**src/rtl/inv_mix_columns.sv**
```systemverilog
// Inverse MixColumns round stage: column-serial by default, one column per cycle.
// Define INV_MIX_COLUMNS_PARALLEL_EN for a single-cycle, fully parallel datapath.
module inv_mix_columns (
  input  logic         clk_i,
  input  logic         rst_n,
  input  logic [127:0] state_i,
  input  logic         en_i,
  output logic         busy_o,
  output logic         done_o,
  output logic [127:0] state_o
);

  localparam int unsigned COL_W = 32;

  function automatic logic [7:0] xt(input logic [7:0] a);
    return {a[6:0], 1'b0} ^ (a[7] ? 8'h1b : 8'h00);
  endfunction

  // One column through the inverse matrix, built from xtime chains.
  function automatic logic [COL_W-1:0] inv_col(input logic [COL_W-1:0] c);
    logic [7:0] a [4];
    logic [7:0] m9 [4];
    logic [7:0] m11 [4];
    logic [7:0] m13 [4];
    logic [7:0] m14 [4];
    logic [7:0] x2, x4, x8;
    for (int i = 0; i < 4; i++) begin
      a[i]   = c[COL_W-1-8*i -: 8];
      x2     = xt(a[i]);
      x4     = xt(x2);
      x8     = xt(x4);
      m9[i]  = x8 ^ a[i];
      m11[i] = x8 ^ x2 ^ a[i];
      m13[i] = x8 ^ x4 ^ a[i];
      m14[i] = x8 ^ x4 ^ x2;
    end
    return {m14[0] ^ m11[1] ^ m13[2] ^ m9[3],
            m9[0]  ^ m14[1] ^ m11[2] ^ m13[3],
            m13[0] ^ m9[1]  ^ m14[2] ^ m11[3],
            m11[0] ^ m13[1] ^ m9[2]  ^ m14[3]};
  endfunction

`ifdef INV_MIX_COLUMNS_PARALLEL_EN

  logic [127:0] w_result;

  assign w_result = {inv_col(state_i[127:96]), inv_col(state_i[95:64]),
                     inv_col(state_i[63:32]),  inv_col(state_i[31:0])};
  assign busy_o   = 1'b0;

  always_ff @(posedge clk_i or negedge rst_n) begin
    if (!rst_n) begin
      state_o <= '0;
      done_o  <= 1'b0;
    end else begin
      done_o <= en_i;
      if (en_i) state_o <= w_result;
    end
  end

`else

  typedef enum logic {IDLE, RUN} state_t;

  state_t       r_state;
  logic [1:0]   r_col;
  logic [127:0] r_work;
  logic [COL_W-1:0] w_col_in;
  logic [COL_W-1:0] w_col_out;
  logic [127:0] w_work_next;

  // Single shared column transformer; the counter selects which column it sees.
  always_comb begin
    w_col_in    = r_work[127:96];
    w_work_next = r_work;
    unique case (r_col)
      2'd0: w_col_in = r_work[127:96];
      2'd1: w_col_in = r_work[95:64];
      2'd2: w_col_in = r_work[63:32];
      2'd3: w_col_in = r_work[31:0];
    endcase
    w_col_out = inv_col(w_col_in);
    unique case (r_col)
      2'd0: w_work_next[127:96] = w_col_out;
      2'd1: w_work_next[95:64]  = w_col_out;
      2'd2: w_work_next[63:32]  = w_col_out;
      2'd3: w_work_next[31:0]   = w_col_out;
    endcase
  end

  always_ff @(posedge clk_i or negedge rst_n) begin
    if (!rst_n) begin
      r_state <= IDLE;
      r_col   <= 2'd0;
      r_work  <= '0;
      state_o <= '0;
      done_o  <= 1'b0;
      busy_o  <= 1'b0;
    end else begin
      done_o <= 1'b0;
      case (r_state)
        IDLE: begin
          if (en_i) begin
            r_work  <= state_i;
            r_col   <= 2'd0;
            r_state <= RUN;
            busy_o  <= 1'b1;
          end
        end
        RUN: begin
          r_work <= w_work_next;
          r_col  <= r_col + 2'd1;
          // Result is published only once the last column is in place.
          if (r_col == 2'd3) begin
            state_o <= w_work_next;
            done_o  <= 1'b1;
            busy_o  <= 1'b0;
            r_state <= IDLE;
          end
        end
        default: r_state <= IDLE;
      endcase
    end
  end

`endif

endmodule

```
**config.mk**
```make
export PLATFORM = sky130hd
export DESIGN_NAME = inv_mix_columns
export DESIGN_NICKNAME = d
export VERILOG_FILES = /design/src/rtl/inv_mix_columns.sv
export SDC_FILE = /design/constraint.sdc
export NUM_CORES = 1
export LEC_CHECK = 0
export BUFFER_PORTS_ARGS = -buffer_cell sky130_fd_sc_hd__buf_2
export CORE_MARGIN = 2
export CORE_UTILIZATION = 57
export DETAILED_ROUTE_END_ITERATION = 12
export GPL_TIMING_DRIVEN = 0
export MAX_ROUTING_LAYER = met4
export PLACE_DENSITY_LB_ADDON = 0.25
export SYNTH_ARGS = -nofsm -noshare
export SYNTH_HDL_FRONTEND = slang
export SYNTH_SLANG_ARGS = --single-unit
```
**constraint.sdc**
```tcl
create_clock -name clk_i -period 4.4 [get_ports clk_i]
set_input_delay 0.88 -clock clk_i [delete_from_list [all_inputs] [get_ports clk_i]]
set_output_delay 0.88 -clock clk_i [all_outputs]
set_load 0.03 [all_outputs]
```
==> out/qor.yml <==
status:
  status: "finished, violations left"
  violations: "negative setup slack"
cells_and_area:
  finalNetCount: 1965
  drive_above_1_share_pct: 24.7
  area_growth_pct: 23.3
  n_antenna_cell: 0
placement:
  pre_cts_ws_ns: -0.869
  dpl.hpwl_um: 49300
  gp_congestion: 1.01
  io_buffers: 260
clock_tree:
  cts_sinks: 261
  cts_tree: "built"
  h-tree-depth: 1
  clk_path_buf_depth: 3
  cts_hold_buf: 0
  cts_made_buffers: 27
  cts_root_buf: "clkbuf_16"
  clkLatencyLatePin_ns: 0.55
  clkSlewWorstSetupHoldPaths_ns: 0.07
sta:
  tightest_slew_ns: 1.46
  post-route-min-period_ns: 4.46
  rsz0062_at_grt: "yes"
  layout_setup_ws_ns: -0.0565
  slew_headroom_pct: 2.42
  setup-violations-final: 2
  fin_crit_sh_pct: 101
  fmax_mhz: 224
  hold_violations: 0
  finClkSkew_ns: 0.0171
  tns_ns: -0.0743
  report.final.slew_viol_count: 0
routing:
  totalWireLength_um: 68100
  vias_per_cell: 7.06
  wl_per_cell_um: 31.3
  drtPass1Iterations: 10
  num_vias: 15400
  postRouteAntennaNets: 0
  drcViolationCount: 0
  drt-initial-drc-count: 2839
worst_setup_path:
  crit_path_start_kind: "register"
  path_max_fanout: 9
  endpoint_kind: "register"
  crit_arrival_ns: 4.89
  crit_required_ns: 4.83
  timing_worst_setup_path_type: "register to register"
die:
  start_util_pct: 58.3
  num_rows: 58
  die_w_um: 165
  die-height_um: 165
  dieArea_um2: 27200
  io_pins: 261
  core-area_um2: 25300
yosys:
  syn_area_um2: 14700
  synth_common_cells: "dfrtp_1, a21oi_1, xnor2_1"
  synth.most_common_cell: "dfrtp_1"
  synth_warnings: 0
  synth.distinct_cells: 50
  synth-async-reset-ratio_pct: 100
  yosysSeqAreaShare_pct: 44.3
  synth_area_leaders: "dfrtp_1, xnor2_1, a21oi_1"
  synth_area_per_cell_um2: 9.91
  syn_inst: 1487
  synth_edf_count: 0
  post-synth-top-area-fraction_pct: 44.3
  synth_largest_area_cell: "dfrtp_1"
  synth-main-ff-cell: "dfrtp_1"
  ys_ff_latch: 261
  syn_nets: 1623
min_path:
  hold_path.class: "input port to async pin"
grt:
  grt_pass1_wl_um: 97400
  globalRoute.totalOverflow: 0
  antenna_found_initial: 0
  grt_max_degree: 96
  grt.total_usage_pct: 51.7
  first_global_vias: 14800
run:
  cap_violations: 0
cell usage in the layout (no fill, tap or decap), types with 27 or more instances in the layout:
cell,synthesis,routed
xnor2_1,146,129
a21o_1,54,54
a222oi_1,32,32
o21ai_0,86,84
a221o_1,29,29
o22ai_1,110,110
nand2_1,55,55
a21oi_1,193,187
xor2_1,81,78
nor2_1,107,107
dfrtp_1,261,261
clkbuf_1,110,110
buf_4,1,47
buf_2,22,287
clkbuf_16,0,27
worst max-delay path: stages, from the launching register on:
cell	delay, ns
dfrtp_1	0.37
inv_1	0.10
ha_1	0.21
buf_6	0.15
a222oi_1	1.22
xnor2_1	0.17
o21ai_2	0.33
xnor3_1	0.50
xnor3_1	0.44
xnor2_4	0.41
nor2_1	0.15
a221o_1	0.28
cells by family after synthesis:
| logic type | Yosys count | share of synthesized area (%) |
|---|---|---|
| AND/OR/NAND/NOR | 208 | 6.17 |
| adder cells (fa/ha/maj) | 5 | 0.425 |
| flip-flops | 261 | 44.3 |
| AO/OA/AOI/OAI | 563 | 24.0 |
| multiplexers | 25 | 1.72 |
| buffers and inverters | 162 | 4.56 |
| XOR/XNOR | 263 | 18.8 |
metrics by stage:
stage	area (um2)	cells	hold WS, ns	util (%)
after global routing	18200	2177	0.417	71.9
after global placement	16400	2077	0.457	65.1
after floorplan	14700	1487	0.479	-
after CTS	17900	2162	0.385	70.7
after detailed placement	16500	2083	0.461	65.5
final	18200	2177	0.343	71.9
registers in the layout, indices dropped and copies added (netlist names):
name,flops
r_work,128
done_o,1
state_o,128
r_state,1
r_col,2
busy_o,1
final timing paths:
path	startpoint	to	slack, ns	cells after the start
worst max-delay path	r_col[1]	r_work[20]	-0.06	11
worst max register to register	r_col[1]	r_work[20]	-0.06	11
worst min register to register	state_o[2]	state_o[2]	0.47	1
worst min-delay path	rst_n	state_o[45]	0.34	1
max in group asynchronous	rst_n	state_o[103]	2.77	3
min in group clk_i	state_o[2]	state_o[2]	0.47	1
final cells by class:
cell class              instances  area [um2]
multi-input cells            1064        7890
fillers                      1818        7090
flip-flops and latches        261        6530
repair buffers                313        1780
clock buffers                  36         739
plain buffers                 149         644
well taps                     330         413
clock inverters                11         121
inverters                      13        48.8
layer usage:
layer  track usage [%]  routed length (um)  share of wire (%)
met5                 -                   0                  0
met4              30.1                5540                8.1
met3              15.5               10200                 15
met2              75.7               29700                 44
met1              63.9               22700                 33
repair_timing:
| action | 4_1_cts | 5_1_grt |
|---|---|---|
| endpoints found under the setup margin | 219 | 86 |
| gates resized for setup | 38 | 31 |
| buffers inserted | 32 | 15 |
| pin swaps | 17 | 9 |
Power is left out: the tool's default activity adds up to more than one toggle a clock period on the data nets, which glitch-free logic cannot reach.
